<file path="src/rtl/unary_add_pkg.sv">
// rtl/unary_add_pkg.sv - shared types and parameter checks for the unary N-channel adder
package unary_add_pkg;

  typedef enum logic [1:0] {
    ST_ACC  = 2'd0,
    ST_EMIT = 2'd1,
    ST_DONE = 2'd2
  } state_t;

  // The accumulator must be able to hold MAX_LEN itself, the saturation ceiling.
  function automatic bit cnt_w_ok(input int cnt_w, input int max_len);
    return ((longint'(1) << cnt_w) - longint'(1)) >= longint'(max_len);
  endfunction

endpackage

</file>
<file path="src/rtl/unary_popcount.sv">
// rtl/unary_popcount.sv - combinational count of set bits across the operand streams
module unary_popcount #(
  parameter int N_IN = 2,
  parameter int PC_W = $clog2(N_IN + 1)
) (
  input  logic [N_IN-1:0] bits,
  output logic [PC_W-1:0] count
);

  // Ripple sum of single bits; N_IN is small in practice.
  always_comb begin
    count = '0;
    for (int i = 0; i < N_IN; i++) begin
      count = count + PC_W'(bits[i]);
    end
  end

endmodule

</file>
<file path="src/rtl/unary_add_nch.sv">
// rtl/unary_add_nch.sv - N-operand saturating unary adder with framed unary replay
module unary_add_nch
  import unary_add_pkg::*;
#(
  parameter int N_IN    = 2,
  parameter int MAX_LEN = 16,
  parameter int CNT_W   = 5
) (
  input  logic            clk,
  input  logic            rst_n,
  input  logic            en,
  input  logic            read_or_write,
  input  logic            clear,
  input  logic [N_IN-1:0] din,
  output logic            dout,
  output logic            C,
  output logic            busy,
  output logic            done
);

  localparam int  PC_W     = $clog2(N_IN + 1);
  localparam int  K_W      = (MAX_LEN > 1) ? $clog2(MAX_LEN) : 1;
  localparam int  SUM_W    = ((CNT_W > PC_W) ? CNT_W : PC_W) + 1;
  localparam bit  CNT_W_OK = cnt_w_ok(CNT_W, MAX_LEN);

  localparam logic [SUM_W-1:0] MAX_SUM = SUM_W'(MAX_LEN);
  localparam logic [CNT_W-1:0] MAX_ACC = CNT_W'(MAX_LEN);
  localparam logic [K_W-1:0]   K_LAST  = K_W'(MAX_LEN - 1);

  if (!CNT_W_OK) begin : g_bad_cnt_w
    $error("unary_add_nch: CNT_W too narrow to hold MAX_LEN");
  end

  state_t           state;
  state_t           state_nxt;
  logic [CNT_W-1:0] acc;
  logic [K_W-1:0]   k;
  logic [PC_W-1:0]  pop;
  logic [SUM_W-1:0] sum;
  logic             over;

  unary_popcount #(
    .N_IN (N_IN),
    .PC_W (PC_W)
  ) u_popcount (
    .bits  (din),
    .count (pop)
  );

  // Sum is widened by one bit so overflow past MAX_LEN is visible before clamping.
  assign sum  = SUM_W'(acc) + SUM_W'(pop);
  assign over = (sum > MAX_SUM);

  assign busy = (state == ST_EMIT);
  assign done = (state == ST_DONE);

  // Next state: clear wins, en=0 holds, EMIT ignores the mode input so frames always finish.
  always_comb begin
    state_nxt = state;
    if (clear) begin
      state_nxt = ST_ACC;
    end else if (en) begin
      case (state)
        ST_ACC:  if (read_or_write)  state_nxt = ST_EMIT;
        ST_EMIT: if (k == K_LAST)    state_nxt = ST_DONE;
        ST_DONE: if (!read_or_write) state_nxt = ST_ACC;
        default:                     state_nxt = ST_ACC;
      endcase
    end
  end

  // State register.
  always_ff @(posedge clk or negedge rst_n) begin
    if (!rst_n) begin
      state <= ST_ACC;
    end else begin
      state <= state_nxt;
    end
  end

  // Accumulator, frame counter, overflow flag and serial output.
  always_ff @(posedge clk or negedge rst_n) begin
    if (!rst_n) begin
      acc  <= '0;
      k    <= '0;
      C    <= 1'b0;
      dout <= 1'b0;
    end else if (clear) begin
      acc  <= '0;
      k    <= '0;
      C    <= 1'b0;
      dout <= 1'b0;
    end else if (en) begin
      case (state)
        ST_ACC: begin
          if (read_or_write) begin
            k <= '0;
          end else begin
            acc <= over ? MAX_ACC : sum[CNT_W-1:0];
            C   <= C | over;
          end
        end
        ST_EMIT: begin
          dout <= (SUM_W'(k) < SUM_W'(acc));
          k    <= k + 1'b1;
        end
        ST_DONE: begin
          dout <= 1'b0;
          if (!read_or_write) begin
            acc <= '0;
            C   <= 1'b0;
          end
        end
        default: begin
          dout <= 1'b0;
        end
      endcase
    end
  end

endmodule
</file>
<file path="config.mk">
export PLATFORM = sky130hd
export DESIGN_NAME = unary_add_nch
export DESIGN_NICKNAME = d
export VERILOG_FILES = /design/src/rtl/unary_add_pkg.sv /design/src/rtl/unary_popcount.sv /design/src/rtl/unary_add_nch.sv
export SDC_FILE = /design/constraint.sdc
export NUM_CORES = 1
export LEC_CHECK = 0
export BUFFER_PORTS_ARGS = -buffer_cell sky130_fd_sc_hd__clkbuf_2
export CORE_UTILIZATION = 30
export CTS_BUF_LIST = sky130_fd_sc_hd__clkbuf_8
export CTS_CLUSTER_SIZE = 20
export DETAILED_ROUTE_END_ITERATION = 7
export PLACE_DENSITY = 0.53
export SYNTH_ARGS = -nofsm -noshare
export SYNTH_HDL_FRONTEND = slang
export SYNTH_SLANG_ARGS = --single-unit
</file>
<file path="constraint.sdc">
create_clock -name clk -period 2.3 [get_ports clk]
set_clock_uncertainty 0.05 [all_clocks]
set_input_delay 0.115 -clock clk [delete_from_list [all_inputs] [get_ports clk]]
set_output_delay 0.115 -clock clk [all_outputs]
set_load 0.01 [all_outputs]
</file>
# [Yosys cells after proc, flatten, opt, wreduce, memory -nomap -nowiden]
# Index checks and enable logic that the tools add are counted.
[classes] addsub=3 mul=0 div=0 order_cmp=2 eq_ne=8 shifts=0 muxes=24 bitwise_logic=1 reduce_logical=8
[op_table] operator="two-way mux 5 bit" count=5
[op_table] operator="two-way mux 4 bit" count=3
[op_table] operator="two-way mux 2 bit" count=5
[op_table] operator="case mux 5 bit (2 select lines)" count=1
[op_table] operator="!= test 3 bit, second input constant" count=3
[op_table] operator="case mux 4 bit (2 select lines)" count=1
[op_table] operator="AND reduction 4 bit" count=2
[op_table] operator="adder 5 x 2 -> 6 bit" count=1
[op_table] operator="> comparator 6 x 5 -> 1 bit, second input constant" count=1
[op_table] operator="two-way mux 1 bit" count=6
[op_table] operator="case mux 2 bit (3 select lines)" count=1
[op_table] operator="nonzero test 3 bit" count=2
[op_table] operator="less-than comparator 4 x 5 -> 1 bit" count=1
[op_table] operator="adder 4 x 1 -> 4 bit, second input constant" count=1
[op_table] operator="== test 4 bit, second input constant" count=1
[op_table] operator="case mux 1 bit (2 select lines)" count=2
[op_table] operator="!= test 3 x 2 -> 1 bit, second input constant" count=1
[op_table] operator="AND reduction 3 bit" count=1
[op_table] operator="adder 1 x 1 -> 2 bit" count=1
[op_table] operator="== test 2 x 1 -> 1 bit, second input constant" count=1
[op_table] operator="== test 2 bit, second input constant" count=1
[op_table] operator="logical NOT 2 bit" count=1
[op_table] operator="!= test 2 bit, second input constant" count=1
[op_table] operator="AND reduction 2 bit" count=1
[op_table] operator="other kinds (2)" count=2
[totals] register_bits=13 latch_bits=0 mem_bits_rw=0 mem_bits_ro=0 input_bits=7 output_inout_bits=4 wordCells=51 mem_count=0

# [Depth between registers and ports, before layout]
# Gate-level depths: netlist (run 1).
[logic_depth] depth_word=8 depth_mapped=6 mapped_depth_nobuf=6

# [Cells and area by module]
# Synthesis (run 1) repeated with hierarchy kept, for this count alone.
[hier_totals] cells_unflattened=101 hier_area_um2=875.8
[by_module_without_submodules] mod="unary_add_nch" instances=1 cells_per_inst=100 area_per_inst_um2=863.3 seq_area_each_um2=325.3
[by_module_without_submodules] mod="unary_popcount" instances=1 cells_per_inst=1 area_per_inst_um2=12.5 seq_area_each_um2=0.0

# [Worst setup path after synthesis (run 1)]
# No wires, ideal clock.
[synth_path] path_kind="register -> register" startpoint="register acc[0]" endpoint="register acc[2]" setup_time_ns=0.110 arrival_time_ns=2.032 t_required_ns=2.140 slack_ns=0.108 path_stages_with_launch=7 path_buffers=0 synth_period_minus_slack_ns=2.192 cell_sequence="dfrtp_1 -> fa_1 -> ha_1 -> or4_4 -> a21oi_2 -> a21oi_1 -> o41ai_1"
[synth_between] elab_chain_len=7
[synth_lines] element="start: declaration" line_no="unary_add_nch.sv:36" rtl="logic [CNT_W-1:0] acc;"
[synth_lines] element="start signal: assignment" line_no="unary_add_nch.sv:99" rtl="acc <= over ? MAX_ACC : sum[CNT_W-1:0];"
[synth_lines] element="adder 5 x 2 -> 6 bit (*)" line_no="unary_add_nch.sv:51" rtl="assign sum = SUM_W'(acc) + SUM_W'(pop);"
[synth_lines] element="> comparator 6 x 5 -> 1 bit" line_no="unary_add_nch.sv:52" rtl="assign over = (sum > MAX_SUM);"
[synth_lines] element="two-way mux 5 bit (*)" line_no="unary_add_nch.sv:99"
[synth_lines] element="two-way mux 5 bit (*)" line_no="unary_add_nch.sv:96" rtl="if (read_or_write) begin"
[synth_lines] element="case mux 5 bit (2 select lines) (*)" line_no="unary_add_nch.sv:94" rtl="case (state)"
[synth_lines] element="two-way mux 5 bit (*)" line_no="unary_add_nch.sv:93" rtl="end else if (en) begin"
[synth_lines] element="two-way mux 5 bit (*)" line_no="unary_add_nch.sv:88" rtl="end else if (clear) begin"
# Mark *: on every way between the ends. The rest lies on a longest branch, timed or not. The select of a mux whose other input is x is not followed.
# A chain may end at the register's enable or synchronous reset.

# [Worst setup path after layout (run 1)]
# Ends and elaborated chain as after synthesis.

==> results of run 1 <==
## report_power, final
group | total [mW] | internal (mW) | switching (mW)
clock | 0.200 | 0.118 | 0.0820
combinational | 0.0884 | 0.0408 | 0.0475
sequential | 0.246 | 0.236 | 0.0106
## worst max-delay path, cell delays in order, from the launching register on
cell	delay [ps]
dfrtp_1	400
fa_2	370
ha_4	240
or4_4	420
a21oi_2	190
a21oi_1	70
o41ai_2	270
## logic make-up (layout without fill, tap and decap cells)
kind of cell    Yosys count  in the layout  synth area share
simple gates             37             37             0.225
compound gates           32             32             0.250
flops                    13             13             0.362
mux                       1              1            0.0111
fa+ha+maj                 6              6            0.0918
buf+inv                  12             26            0.0598
## sequential cells by signal, indices dropped and copies added (netlist names)
| signal | flops |
|---|---|
| acc | 5 |
| state | 2 |
| C | 1 |
| k | 4 |
| dout | 1 |
## area by class of cell
type	count	area [sq um]
Multi-Input combinational cell	76	543
Timing Repair Buffer	13	75.1
Clock buffer	3	41.3
Fill cell	296	1740
Sequential cell	13	325
Tap cell	31	38.8
Inverter	9	33.8
Clock inverter	1	3.75
## layer usage
layer	vias to the layer above	GRT usage	wire [um]
met5	-	0	0
met4	0	0.0418	25
met3	4	0.0207	48
met2	14	0.231	900
met1	363	0.181	943
li1	395	-	-
## cells in the final DEF, fill, tap and decap left out, drive strengths merged, types with 5 or more instances in the layout
master  count
dfrtp      13
clkbuf     13
inv        10
nand2       8
a21oi       8
o21ai       6
nor2b       5
nand3       5
ha          5
## repair_timing
item,in CTS,in global routing
hold buffers,1,0
gates resized for setup,0,4
hold endpoints to repair,13,0
endpoints found under the setup margin,0,4
## worst max path at each step
stage / to / cells past startpoint
finish: acc[2] / 6
global route: C / 6
CTS: acc[2] / 5
detailed placement: acc[2] / 6
global placement: acc[2] / 6
floorplan: acc[2] / 6
## synth_stat cells (2+ instances only)
| library cell | number | area (sq um) |
|---|---|---|
| inv_1 | 9 | 33.8 |
| a21oi_1 | 7 | 35.0 |
| nor4_1 | 2 | 12.5 |
| o21ai_0 | 6 | 30.0 |
| a211o_1 | 2 | 17.5 |
| nand2_1 | 8 | 30.0 |
| nand3_1 | 5 | 25.0 |
| or2_2 | 2 | 12.5 |
| nor2b_1 | 5 | 31.3 |
| nand2b_1 | 4 | 25.0 |
| dfrtp_1 | 13 | 325 |
| ha_1 | 5 | 62.6 |
| nor3_1 | 2 | 10.0 |
| o31ai_1 | 4 | 30.0 |
| nor2_1 | 4 | 15.0 |
## per-stage QoR
step            util  cell area [sq um]
6_report       0.378               1060
5_1_grt        0.378               1060
4_1_cts        0.370               1040
3_5_place_dp   0.351                983
3_3_place_gp   0.351                983
2_1_floorplan      -                900
==> impl_metrics.yaml, run 1 <==
status:
  status: "finished, final reports clean"
synth:
  synth_edf_count: 0
  synth_seq_cells: 13
  synth_cells: 101
  synth_ff_type: "dfrtp_1"
  syn_nets: 114
  yosysSeqAreaShare: 0.362
  synth_area_sq_um: 900
  syn_avg_cell_area_sq_um: 8.91
  ys_async_sr_fraction: 1.00
  synth_warnings: 0
  synth_cell_types: 38
timing:
  slew_headroom: 0.543
  setup_violations: 0
  tightest_slew_ps: 686
  finalHoldViolations: 0
  tns_ps: 0
  rsz0062_at_grt: "false"
  maxClockFrequency_ghz: 0.473
  period_needed_ps: 2110
  setup_ws_ps: 186
  timing.hold.ws_ps: 102
  maxSlewViolCount: 0
  fin_crit_sh: 0.919
clocking:
  cts_root_buf: "clkbuf_8"
  clock_sink_count: 13
  cts_setup_buffers: 0
  clk_latency_ps: 240
  path_clk_slew_ps: 60
  cts_buffers: 3
  cts_max_path_buffers: 2
  cts_tree: "built"
  htreeDepth: 1
cells_and_area:
  antenna_cells: 0
  nets: 129
  stdcell_count: 146
  layout-drive-gt1-share: 0.209
  area_growth_pct: 17.9
detailed_routing:
  drcViolationCount: 0
  wl_per_cell_um: 13.1
  avgViaCountPerCell: 5.32
  finalWirelength_um: 1920
  drtPass1Iterations: 4
  vias: 776
  drt-initial-drc-count: 15
  antenna_left: 0
setup_path:
  arrival_ps: 2200
  critPathLaunchType: "flip-flop"
  worstSetupPathType: "flip-flop to flip-flop"
  r2r-end: "acc[2]"
  reg2reg_setup_slack_ps: 190
  ff2ff_path_depth: 6
  worstPathRequired_ps: 2390
  r2r_start: "acc[0]"
  startpoint: "acc[0]"
  endpoint_kind: "flip-flop"
  crit_fanout: 4
hold_path:
  min_path_cells: 2
  hold_path_class: "input pin to flip-flop"
  min_from: "clear"
  min_to: "state[1]"
floorplan:
  start_util: 0.321
  dieArea_sq_mm: 0.00322
  chipHeight_um: 56.8
  chipWidth_um: 56.8
  row_count: 19
  coreArea_sq_mm: 0.00281
  boundaryPins: 11
place:
  dp_hpwl_um: 1500
  detailedPlace.worstSlack_ps: 16.4
  dp_cells: 141
  globalplace.congestion: 0.734
  io_buffer_count: 10
global_route:
  grt_pass1_vias: 775
  grt_max_degree: 14
  grt_pass1_wl_um: 3480
  antenna_found_initial: 0
  gr-usage-all-layers: 0.137
  grt_overflow_total: 0
power_and_ir_drop:
  power.total_mw: 0.534
  p_per_area_mw_per_mm2: 503
  peakVddDrop_v: 0.000293
  p_leak_nw: 0.480
flow_run:
  drv_cap: 0
Note: power is estimated with default switching activity, not from simulation.
==> inputs of run 2 (changes only) <==
CAP_MARGIN = 20   (was default)
CORE_UTILIZATION = 53   (was 30)
PLACE_DENSITY = 0.82   (was 0.53)
==> impl_metrics.yaml, run 2 (synthesis results as in run 1) <==
detailed_routing:
  drt-initial-drc-count: 10
  drtPass1Iterations: 4
  drcViolationCount: 0
  vias: 804
  finalWirelength_um: 1850
  avgViaCountPerCell: 6.14
  wl_per_cell_um: 14.1
  antenna_left: 0
place:
  detailedPlace.worstSlack_ps: 47.2
  dp_hpwl_um: 1370
  io_buffer_count: 10
  globalplace.congestion: 0.831
hold_path:
  hold_path_class: "input pin to flip-flop"
global_route:
  grt_pass1_wl_um: 3050
  antenna_found_initial: 0
  grt_overflow_total: 0
  gr-usage-all-layers: 0.222
  grt_pass1_vias: 712
  grt_max_degree: 14
timing:
  maxSlewViolCount: 0
  period_needed_ps: 2180
  slew_headroom: 0.565
  setup_violations: 0
  finalHoldViolations: 0
  tightest_slew_ps: 652
  fin_crit_sh: 0.947
  tns_ps: 0
  rsz0062_at_grt: "false"
  setup_ws_ps: 122
  maxClockFrequency_ghz: 0.459
power_and_ir_drop:
  combPwrFrac: 0.161
  p_leak_nw: 0.484
  p_int_mw: 0.394
  switching_share: 0.273
  power_frac_seq: 0.454
  p_per_area_mw_per_mm2: 517
  clockPowerShare: 0.385
  peakVddDrop_v: 0.000460
  p_switching_mw: 0.148
clocking:
  clk_latency_ps: 250
  cts_setup_buffers: 0
  htreeDepth: 1
  clock_sink_count: 13
  cts_max_path_buffers: 2
  cts_buffers: 3
  path_clk_slew_ps: 60
  cts_root_buf: "clkbuf_8"
  cts_tree: "built"
flow_run:
  drv_cap: 0
setup_path:
  worstSetupPathType: "flip-flop to flip-flop"
  arrival_ps: 2280
  endpoint_kind: "flip-flop"
  reg2reg_setup_slack_ps: 120
  worstPathRequired_ps: 2400
  crit_fanout: 3
  critPathLaunchType: "flip-flop"
cells_and_area:
  layout_common_cells: "13 x dfrtp_1, 10 x inv_1, 10 x clkbuf_2"
  antenna_cells: 0
  layout-drive-gt1-share: 0.200
  area_growth_pct: 16.4
  largest_registers: "acc x5, k x4, state x2"
  largest-register: "acc"
  nets: 129
  final_common_cell: "dfrtp_1"
  largest_reg_flops: 5
floorplan:
  boundaryPins: 11
  coreArea_sq_mm: 0.00154
  chipWidth_um: 43.2
  chipHeight_um: 43.2
  dieArea_sq_mm: 0.00187
  row_count: 14
  start_util: 0.584
status:
  status: "finished, final reports clean"
==> run 2: cell types whose count changed in the layout (fill, tap and decap cells not counted) <==
cell     previous run  this run
fa_1                0         1
a21oi_4             0         1
a21oi_2             1         0
fa_2                1         0
==> run 2: repair_timing <==
| action | 4_1_cts | 5_1_grt |
|---|---|---|
| gates resized for setup | 0 | 4 |
| hold buffers | 1 | 0 |
| setup endpoints to repair | 0 | 4 |
| hold endpoints to repair | 13 | 0 |
==> run 2: area by class of cell <==
type | count | area, sq um
clock buffer | 3 | 41.3
clock inverter | 1 | 3.75
fill | 131 | 494
inverter | 9 | 33.8
multi-input combinational | 76 | 548
sequential | 13 | 325
tap | 16 | 20.0
timing repair buffer | 13 | 75.1
==> run 2: metrics by stage <==
stage          instance area, sq um  cells  power [mW]  hold slack (ps)  utilization
4_1_cts                        1020    131       0.540             89.1        0.662
2_1_floorplan                   900    101       0.303             -231            -
3_5_place_dp                    965    126       0.330            -22.5        0.626
3_3_place_gp                    965    126       0.327            -21.1        0.626
5_1_grt                        1050    131       0.562              106        0.679
6_report                       1050    131       0.541             97.8        0.679
==> run 2: final timing paths <==
check	to	start	depth (start not counted)
max in group asynchronous	k[3]	rst_n	2
min in group asynchronous	acc[0]	rst_n	2
hold reg to reg	k[3]	k[3]	1
setup reg to reg	acc[2]	acc[0]	6
hold / removal	state[0]	clear	2
setup / recovery	acc[2]	acc[0]	6
==> run 2: routing by layer <==
layer  vias to the layer above  wire length, um  global-route usage
met5                         -                0                   0
met4                         0               34               0.109
met3                         5               60              0.0511
met2                        11              900               0.337
met1                       393              851               0.296
li1                        395                -                   -
==> run 2: power by group through the flow <==
stage	Combinational, mW	Sequential (mW)	Clock, mW
after CTS	0.0823	0.245	0.212
after global routing	0.0980	0.248	0.216
after detailed placement	0.0803	0.250	0
final	0.0872	0.246	0.208
after global placement	0.0778	0.249	0
after floorplan	0.0586	0.245	0
==> run 2: critical path, cell delays in order, from the launching register on <==
cell     delay [ps]
dfrtp_1         400
fa_1            430
ha_4            190
or4_4           490
a21oi_4         180
a21oi_1          70
o41ai_2         270
